$ cat src/rtl/cache_ctrl_v2.sv
// Cache control FSM: hits, misses with writeback-before-refill, whole-cache flush,
// and a memory-response timeout that aborts the current operation.
module cache_ctrl_v2 #(
    parameter int IDX_W   = 4,
    parameter int TIMEOUT = 255,
    parameter int TO_W    = 8
) (
    input  logic             clk,
    input  logic             rst,
    input  logic             enable_cache,
    input  logic             hit,
    input  logic             victim_dirty,
    input  logic             flush_req,
    input  logic             line_dirty,
    input  logic             mem_done,
    output logic             mem_en,
    output logic             mem_wr,
    output logic             idle,
    output logic             fill_done,
    output logic             hit_done,
    output logic             line_flushed,
    output logic             flush_done,
    output logic             mem_err,
    output logic [IDX_W-1:0] flush_idx
);

    // state    | meaning
    // IDLE     | waiting for flush or access request
    // HIT      | hit serviced this cycle
    // WB       | victim writeback to memory
    // FILL     | refill read from memory
    // FL_CHECK | inspect line at flush_idx
    // FL_WB    | write back dirty line at flush_idx
    localparam logic [2:0] S_IDLE     = 3'd0;
    localparam logic [2:0] S_HIT      = 3'd1;
    localparam logic [2:0] S_WB       = 3'd2;
    localparam logic [2:0] S_FILL     = 3'd3;
    localparam logic [2:0] S_FL_CHECK = 3'd4;
    localparam logic [2:0] S_FL_WB    = 3'd5;

    localparam logic [TO_W-1:0]  TO_LIM   = TO_W'(TIMEOUT);
    localparam bit               TO_ON    = (TIMEOUT != 0);
    localparam logic [IDX_W-1:0] IDX_LAST = {IDX_W{1'b1}};

    logic [2:0]       state;
    logic [2:0]       state_nx;
    logic [IDX_W-1:0] idx_nx;
    logic [TO_W-1:0]  to_cnt;
    logic [TO_W-1:0]  to_cnt_nx;
    logic             in_mem;
    logic             timed_out;
    logic             last_line;
    logic             line_end;

    assign in_mem    = (state == S_WB) || (state == S_FILL) || (state == S_FL_WB);
    assign timed_out = TO_ON && in_mem && !mem_done && (to_cnt == TO_LIM);
    assign last_line = (flush_idx == IDX_LAST);

    assign idle   = (state == S_IDLE);
    assign mem_en = in_mem;
    assign mem_wr = (state == S_WB) || (state == S_FL_WB);

    always_comb begin
        state_nx  = state;
        idx_nx    = flush_idx;
        line_end  = 1'b0;
        hit_done  = 1'b0;
        fill_done = 1'b0;
        mem_err   = 1'b0;
        case (state)
            S_IDLE: begin
                if (flush_req) begin
                    state_nx = S_FL_CHECK;
                    idx_nx   = '0;
                end else if (enable_cache) begin
                    if (hit)
                        state_nx = S_HIT;
                    else if (victim_dirty)
                        state_nx = S_WB;
                    else
                        state_nx = S_FILL;
                end
            end
            S_HIT: begin
                hit_done = 1'b1;
                state_nx = S_IDLE;
            end
            S_WB: begin
                if (mem_done) begin
                    state_nx = S_FILL;
                end else if (timed_out) begin
                    mem_err  = 1'b1;
                    state_nx = S_IDLE;
                end
            end
            S_FILL: begin
                if (mem_done) begin
                    fill_done = 1'b1;
                    state_nx  = S_IDLE;
                end else if (timed_out) begin
                    mem_err  = 1'b1;
                    state_nx = S_IDLE;
                end
            end
            S_FL_CHECK: begin
                if (line_dirty)
                    state_nx = S_FL_WB;
                else
                    line_end = 1'b1;
            end
            S_FL_WB: begin
                if (mem_done) begin
                    line_end = 1'b1;
                end else if (timed_out) begin
                    mem_err  = 1'b1;
                    state_nx = S_IDLE;
                    idx_nx   = '0;
                end
            end
            default: state_nx = S_IDLE;
        endcase

        // Shared end-of-line handling for clean lines and completed writebacks.
        if (line_end) begin
            if (last_line) begin
                idx_nx   = '0;
                state_nx = S_IDLE;
            end else begin
                idx_nx   = flush_idx + IDX_W'(1);
                state_nx = S_FL_CHECK;
            end
        end
    end

    assign line_flushed = line_end;
    assign flush_done   = line_end && last_line;

    // Any state change clears the counter, so each memory state entry starts from zero.
    always_comb begin
        to_cnt_nx = to_cnt;
        if (state_nx != state)
            to_cnt_nx = '0;
        else if (in_mem && !mem_done)
            to_cnt_nx = to_cnt + TO_W'(1);
    end

    always_ff @(posedge clk or negedge rst) begin
        if (!rst) begin
            state     <= S_IDLE;
            flush_idx <= '0;
            to_cnt    <= '0;
        end else begin
            state     <= state_nx;
            flush_idx <= idx_nx;
            to_cnt    <= to_cnt_nx;
        end
    end

endmodule

$ cat config.mk
export PLATFORM = sky130hd
export DESIGN_NAME = cache_ctrl_v2
export DESIGN_NICKNAME = d
export VERILOG_FILES = /design/src/rtl/cache_ctrl_v2.sv
export SDC_FILE = /design/constraint.sdc
export NUM_CORES = 1
export LEC_CHECK = 0
export ABC_AREA = 1
export CORE_MARGIN = 2
export CORE_UTILIZATION = 50
export CTS_CLUSTER_SIZE = 24
export DETAILED_ROUTE_END_ITERATION = 8
export DONT_BUFFER_PORTS = 1
export PLACE_DENSITY_LB_ADDON = 0.08
export SLEW_MARGIN = 5
export SYNTH_ARGS = -nofsm -noshare
export SYNTH_HDL_FRONTEND = slang
export SYNTH_SLANG_ARGS = --single-unit
$ cat constraint.sdc
create_clock -name clk -period 1.7 [get_ports clk]
set_input_delay 0.51 -clock clk [delete_from_list [all_inputs] [get_ports clk]]
set_output_delay 0.51 -clock clk [all_outputs]
set_load 0.005 [all_outputs]
## Word level (Yosys, flattened, before mapping)

Cells that the tools add are included.

| word-level totals | value |
|---|---|
| register bits | 15 |
| bits of input ports | 8 |
| output and inout port bits | 12 |
| logic and storage cells | 56 |

| operators by class | value |
|---|---|
| $add $sub $neg | 2 |
| equal/unequal tests | 11 |
| mux-type cells | 28 |
| reductions and logical operators | 12 |

Operators with widths:

| operator | count |
|---|---|
| two-way mux 3 bit | 9 |
| two-way mux 4 bit | 5 |
| two-way mux 8 bit | 2 |
| one-hot mux 3 bit (5 select lines) | 1 |
| adder 8 x 1 -> 8 bit, second input constant | 1 |
| == test 8 bit, second input constant | 1 |
| two-way mux 1 bit | 8 |
| one-hot mux 4 bit (2 select lines) | 1 |
| == test 3 x 2 -> 1 bit, second input constant | 2 |
| == test 3 bit, second input constant | 2 |
| != test 3 bit, second input constant | 2 |
| adder 4 x 1 -> 4 bit, second input constant | 1 |
| == test 4 bit, second input constant | 1 |
| AND reduction 4 bit | 1 |
| == test 3 x 1 -> 1 bit, second input constant | 1 |
| logical AND 1 bit | 3 |
| logical NOT 3 bit | 1 |
| logical OR 1 bit | 3 |
| != test 3 x 2 -> 1 bit, second input constant | 1 |
| != test 3 bit | 1 |
| nonzero test 3 bit | 1 |
| OR reduction 3 bit | 1 |
| two-way mux 2 bit | 1 |
| one-hot mux 1 bit (2 select lines) | 1 |
| 2 further kinds | 2 |

## Longest topological paths before layout

| depth | value |
|---|---|
| word-level depth | 11 |
| depth in mapped cells | 15 |
| gate-level depth less buffers | 14 |

## Worst setup path before layout

OpenSTA, ideal clock, no wires.

| timing path | value |
|---|---|
| path kind | flip-flop to flip-flop |
| from | register state[2] |
| to | register to_cnt[0] |
| setup time | 71 ps |
| arrival | 1637 ps |
| data required time | 1629 ps |
| setup slack | -8 ps |
| stages on the path, launching flop included | 16 |
| buffers on the path | 1 |
| clock period less this slack | 1708 ps |
| cells stage by stage | dfrtp_1 -> buf_4 -> inv_1 -> ha_1 -> inv_1 -> nand2_4 -> nand2_4 -> o21ai_1 -> nand2_1 -> nand2_1 -> nand2_1 -> nand2_1 -> nand2_1 -> nand2_2 -> nand3_4 -> nor2_2 |

| between the ends | value |
|---|---|
| longest elaborated chain between the ends | 11 |
| elaborated cells between the ends (all ways) | 22 |
| those cells by class | eq/ne (5); mux (11); reduce/logical (6) |

RTL lines:

| item | RTL line | source |
|---|---|---|
| start, declared | 45 | `logic [2:0] state;` |
| start signal, assigned | 153 | `state <= state_nx;` |
| == test 3 x 2 -> 1 bit | 55 | `assign in_mem = (state == S_WB) \|\| (state == S_FILL) \|\| (state == S_FL_WB);` |
| logical OR 1 bit | 55 |  |
| logical OR 1 bit (*) | 55 |  |
| named net mem_en | 16 | `output logic mem_en,` |
| logical AND 1 bit (*) | 56, 143 |  |
| logical AND 1 bit | 56 | `assign timed_out = TO_ON && in_mem && !mem_done && (to_cnt == TO_LIM);` |
| two-way mux 3 bit | 91, 100, 114 |  |
| two-way mux 3 bit (on tied branches) | 112, 89, 97 |  |
| one-hot mux 3 bit (5 select lines) | 70 | `case (state)` |
| two-way mux 3 bit | 124 | `if (line_end) begin` |
| != test 3 bit | 141 | `if (state_nx != state)` |
| two-way mux 8 bit / nonzero test 2 bit (equally long branches) | - |  |
| end signal, assigned | 155 | `to_cnt <= to_cnt_nx;` |
| end, declared | 48 | `logic [TO_W-1:0] to_cnt;` |

Mark *: on every way through the listed nets, which the timed path passes. The rest lies on a longest branch.
A chain may end at the register's enable or synchronous reset.

## Worst setup path after layout

| timing path | value |
|---|---|
| from | register state[2] |
| to | output port mem_err |

| between the ends | value |
|---|---|
| longest elaborated chain between the ends | 8 |
| elaborated cells between the ends (all ways) | 11 |
| those cells by class | eq/ne (3); mux (3); reduce/logical (5) |

RTL lines:

| item | RTL line | source |
|---|---|---|
| == test 3 x 2 -> 1 bit | 55, 70 |  |
| logical OR 1 bit (2 in a row) | 55 |  |
| logical AND 1 bit (2 in a row) | 56 |  |
| two-way mux 1 bit | 91, 100, 114 |  |
| two-way mux 1 bit | 112 | `if (mem_done) begin` |
| two-way mux 1 bit (*) | - |  |
| end, declared | 23 | `output logic mem_err,` |

Every way passes the cells marked *; elsewhere a longest branch is shown, timed or not.

==> metrics.txt <==
# TYPE chip_impl_metric gauge
chip_impl_metric{name="cts.sinks",unit=""} 15
chip_impl_metric{name="grt_pass1_vias",unit=""} 979
chip_impl_metric{name="crit_arrival",unit="ns"} 1.39
chip_impl_metric{name="worst_slew_margin_rel",unit=""} 0.550
chip_impl_info{name="synth-main-ff-cell",value="sky130_fd_sc_hd__dfrtp_1"} 1
chip_impl_metric{name="slew_violations",unit=""} 0
chip_impl_metric{name="layout_worst_path_cycle_share",unit=""} 1.12
chip_impl_metric{name="number_of_port_buffers",unit=""} 0
chip_impl_metric{name="global_route_wire_length_before_repair",unit="µm"} 4490
chip_impl_metric{name="chipWidth",unit="µm"} 50.8
chip_impl_info{name="clock-root-buffer",value="sky130_fd_sc_hd__clkbuf_4"} 1
chip_impl_metric{name="final_period_minus_worst_setup_slack",unit="ns"} 1.90
chip_impl_metric{name="total_routed_wirelength",unit="µm"} 2640
chip_impl_metric{name="synthDistinctLibCells",unit=""} 33
chip_impl_metric{name="hold_viol",unit=""} 0
chip_impl_metric{name="drtIter0Drc",unit=""} 17
chip_impl_metric{name="gp_routability_congestion",unit=""} 0.883
chip_impl_metric{name="mappedNetlistNets",unit=""} 146
chip_impl_metric{name="drt_pre_antenna_iters",unit=""} 4
chip_impl_metric{name="h-tree-depth",unit=""} 1
chip_impl_info{name="layout_common_cells",value="32 x sky130_fd_sc_hd__buf_4, 18 x sky130_fd_sc_hd__nand2_2, 15 x sky130_fd_sc_hd__nand2_1"} 1
chip_impl_metric{name="remaining_number_of_nets_flagged_by_the_antenna_check_after_routing",unit=""} 0
chip_impl_metric{name="io_pins",unit=""} 20
chip_impl_metric{name="max_cap_violations",unit=""} 0
chip_impl_metric{name="numPlacedInstances",unit=""} 184
chip_impl_metric{name="clk_latency",unit="ns"} 0.28
chip_impl_metric{name="global_route.usage.total",unit=""} 0.230
chip_impl_metric{name="antenna_found_initial",unit=""} 0
chip_impl_metric{name="power_per_cell_area",unit="nW/µm²"} 1440
chip_impl_info{name="tritoncts_clock_tree",value="yes"} 1
chip_impl_metric{name="detailroute.via_count",unit=""} 995
chip_impl_metric{name="cts.reportedPaths.clkPinSlew",unit="ns"} 0.09
chip_impl_metric{name="wl_per_cell",unit="µm"} 13.1
chip_impl_info{name="worst_setup_path_end_kind",value="output port"} 1
chip_impl_metric{name="core.rowCount",unit=""} 16
chip_impl_info{name="min-delay-path-class",value="primary input to flip-flop"} 1
chip_impl_metric{name="number_of_storage_elements_in_the_synthesis_netlist",unit=""} 15
chip_impl_metric{name="hpwl",unit="µm"} 1980
chip_impl_metric{name="tightestPinTransition",unit="ns"} 0.673
chip_impl_metric{name="final_net_count",unit=""} 187
chip_impl_info{name="status",value="finished with violations"} 1
chip_impl_metric{name="synthesis.instances",unit=""} 134
chip_impl_metric{name="share_of_final_layout_standard_cells_stronger_than_drive_strength_1",unit=""} 0.603
chip_impl_info{name="violated_checks",value="negative setup slack"} 1
chip_impl_metric{name="total_placed_instance_area",unit="µm²"} 1300
chip_impl_metric{name="synthDominantCellAreaShare",unit=""} 0.343
chip_impl_metric{name="grt_max_degree",unit=""} 16
chip_impl_metric{name="die_area",unit="µm²"} 2580
chip_impl_info{name="rsz0062_at_grt",value="yes"} 1
chip_impl_metric{name="synth.yosys.seq_area_share",unit=""} 0.343
chip_impl_metric{name="syn_area_per_cell",unit="µm²"} 8.17
chip_impl_metric{name="synthesis.yosys.warnings",unit=""} 0
chip_impl_metric{name="vdd_ir_drop_max",unit="V"} 0.00122
chip_impl_metric{name="crit_fanout",unit=""} 5
chip_impl_metric{name="antennaDiodeCount",unit=""} 0
chip_impl_metric{name="viasPerCell",unit=""} 4.95
chip_impl_metric{name="numCtsBuffers",unit=""} 3
chip_impl_metric{name="setup_viol_count_final",unit=""} 13
chip_impl_metric{name="fin_worst_skew",unit="ns"} 0.00182
chip_impl_metric{name="post-route-worst-setup-slack",unit="ns"} -0.196
chip_impl_metric{name="finish.cell_count_without_fillers",unit=""} 201
chip_impl_metric{name="power.static_leakage",unit="nW"} 0.767
chip_impl_metric{name="max-clock-path-buffers",unit=""} 2
chip_impl_metric{name="count_of_flip_flops_with_a_built_in_enable_after_synthesis",unit=""} 0
chip_impl_info{name="commonest_non_fill_non_tap_cell_in_the_layout",value="sky130_fd_sc_hd__buf_4"} 1
chip_impl_metric{name="synthesis.area",unit="µm²"} 1090
chip_impl_metric{name="finished_layout_cell_area",unit="µm²"} 1590
chip_impl_metric{name="maxClockFrequency",unit="MHz"} 527
chip_impl_metric{name="worst_ep_required_time",unit="ns"} 1.19
chip_impl_metric{name="detail_route.drc_violations",unit=""} 0
chip_impl_metric{name="synthToLayoutAreaGrowth",unit="%"} 45.3
chip_impl_metric{name="async_reset_ff_frac",unit=""} 1.00
chip_impl_metric{name="start_util",unit=""} 0.541
chip_impl_info{name="start_kind",value="flip-flop"} 1
chip_impl_info{name="synth.area.top_cells",value="sky130_fd_sc_hd__dfrtp_1 34%, sky130_fd_sc_hd__nand2_1 8.9%, sky130_fd_sc_hd__inv_1 5.1%"} 1
chip_impl_metric{name="fp.coreArea",unit="µm²"} 2020
chip_impl_info{name="timing.setup.critical_path_class",value="flip-flop to output port"} 1
chip_impl_metric{name="design_power_total",unit="W"} 0.00228
chip_impl_metric{name="overflow",unit=""} 0
chip_impl_metric{name="die_h",unit="µm"} 50.8
chip_impl_info{name="yosys.area.top_type",value="sky130_fd_sc_hd__dfrtp_1"} 1
[layout make-up]
type,count,area (µm²)
inverter,19,81.3
multi-input combinational,99,772
clock buffer,3,22.5
sequential,15,380
timing repair buffer,37,295
tap,27,33.8
clock inverter,1,5.00
fill,150,432
[critical path: stages (launching register included)]
cell and delay [ns]:
sky130_fd_sc_hd__dfrtp_2 0.47, sky130_fd_sc_hd__inv_2 0.10, sky130_fd_sc_hd__ha_4 0.12, sky130_fd_sc_hd__inv_2 0.04, sky130_fd_sc_hd__nand2_4 0.08, sky130_fd_sc_hd__nand4_1 0.10
sky130_fd_sc_hd__buf_4 0.15, sky130_fd_sc_hd__inv_2 0.05
[layer usage]
| metal | routed length, µm | share of wire | vias to the layer above | global-route usage |
|---|---|---|---|---|
| met5 | 0 | 0 | - | 0 |
| met3 | 68 | 0.026 | 0 | 0.0536 |
| met1 | 1270 | 0.48 | 467 | 0.330 |
| met4 | 0 | 0 | 0 | 0.0225 |
| met2 | 1300 | 0.49 | 17 | 0.366 |
| li1 | - | - | 511 | - |
[logic make-up after synthesis]
group	synth area share
simple gates	0.377
buf+inv	0.0766
flops	0.343
compound gates	0.0754
xor+xnor	0.0640
fa+ha+maj	0.0457
mux	0.0183
[final timing paths]
check | start | end | slack, ns | depth (start not counted)
setup reg to reg | state[2]$_DFF_PN0_ | to_cnt[7]$_DFFE_PN0P_ | -0.12 | 13
hold / removal | flush_req | state[2]$_DFF_PN0_ | 0.53 | 4
min in group asynchronous | rst | to_cnt[0]$_DFFE_PN0P_ | 0.70 | 1
hold reg to reg | flush_idx[1]$_DFFE_PN0P_ | flush_idx[1]$_DFFE_PN0P_ | 0.59 | 1
max in group asynchronous | rst | state[1]$_DFF_PN0_ | 0.53 | 1
setup / recovery | state[2]$_DFF_PN0_ | mem_err | -0.20 | 7
[power breakdown]
group          total [W]  internal [W]  switching, W
Sequential      0.000499      0.000413     0.0000853
Clock           0.000206     0.0000873      0.000119
Combinational    0.00158      0.000717      0.000860
Total            0.00228       0.00122       0.00106
[what timing repair did]
item	CTS	global route
endpoints found under the hold margin	15	0
endpoints found under the setup margin	16	20
hold buffers	1	0
gates cloned	0	0
pin swaps	7	19
setup buffers	7	7
resized for setup	23	26
[state kept, by name, indices dropped and copies added (netlist names)]
| signal | flops |
|---|---|
| to_cnt | 8 |
| flush_idx | 4 |
| state | 3 |
[metrics by stage]
step                utilization  setup WS (ns)  hold slack, ns  setup TNS [ns]
global route              0.787         -0.300           0.544           -3.13
CTS                       0.728         -0.216           0.533           -1.70
floorplan                     -         0.0296           0.214               0
detailed placement        0.644         -0.108           0.215          -0.753
global placement          0.644        -0.0263           0.215          -0.166
finish                    0.787         -0.196           0.533           -1.49
[synthesized netlist by cell type, types with 2 or more instances]
| library cell | instances |
|---|---|
| sky130_fd_sc_hd__ha_1 | 4 |
| sky130_fd_sc_hd__dfrtp_1 | 15 |
| sky130_fd_sc_hd__o21ai_0 | 2 |
| sky130_fd_sc_hd__nand2_2 | 7 |
| sky130_fd_sc_hd__nand2_4 | 4 |
| sky130_fd_sc_hd__inv_4 | 2 |
| sky130_fd_sc_hd__xor2_1 | 4 |
| sky130_fd_sc_hd__nand3_1 | 10 |
| sky130_fd_sc_hd__nand3_4 | 2 |
| sky130_fd_sc_hd__inv_2 | 2 |
| sky130_fd_sc_hd__nand2_1 | 26 |
| sky130_fd_sc_hd__or2_2 | 2 |
| sky130_fd_sc_hd__xnor2_1 | 4 |
| sky130_fd_sc_hd__nor2_1 | 8 |
| sky130_fd_sc_hd__inv_1 | 15 |
| sky130_fd_sc_hd__mux2i_1 | 2 |
| sky130_fd_sc_hd__nor2_2 | 9 |
Note: power is estimated with default switching activity, not from simulation.
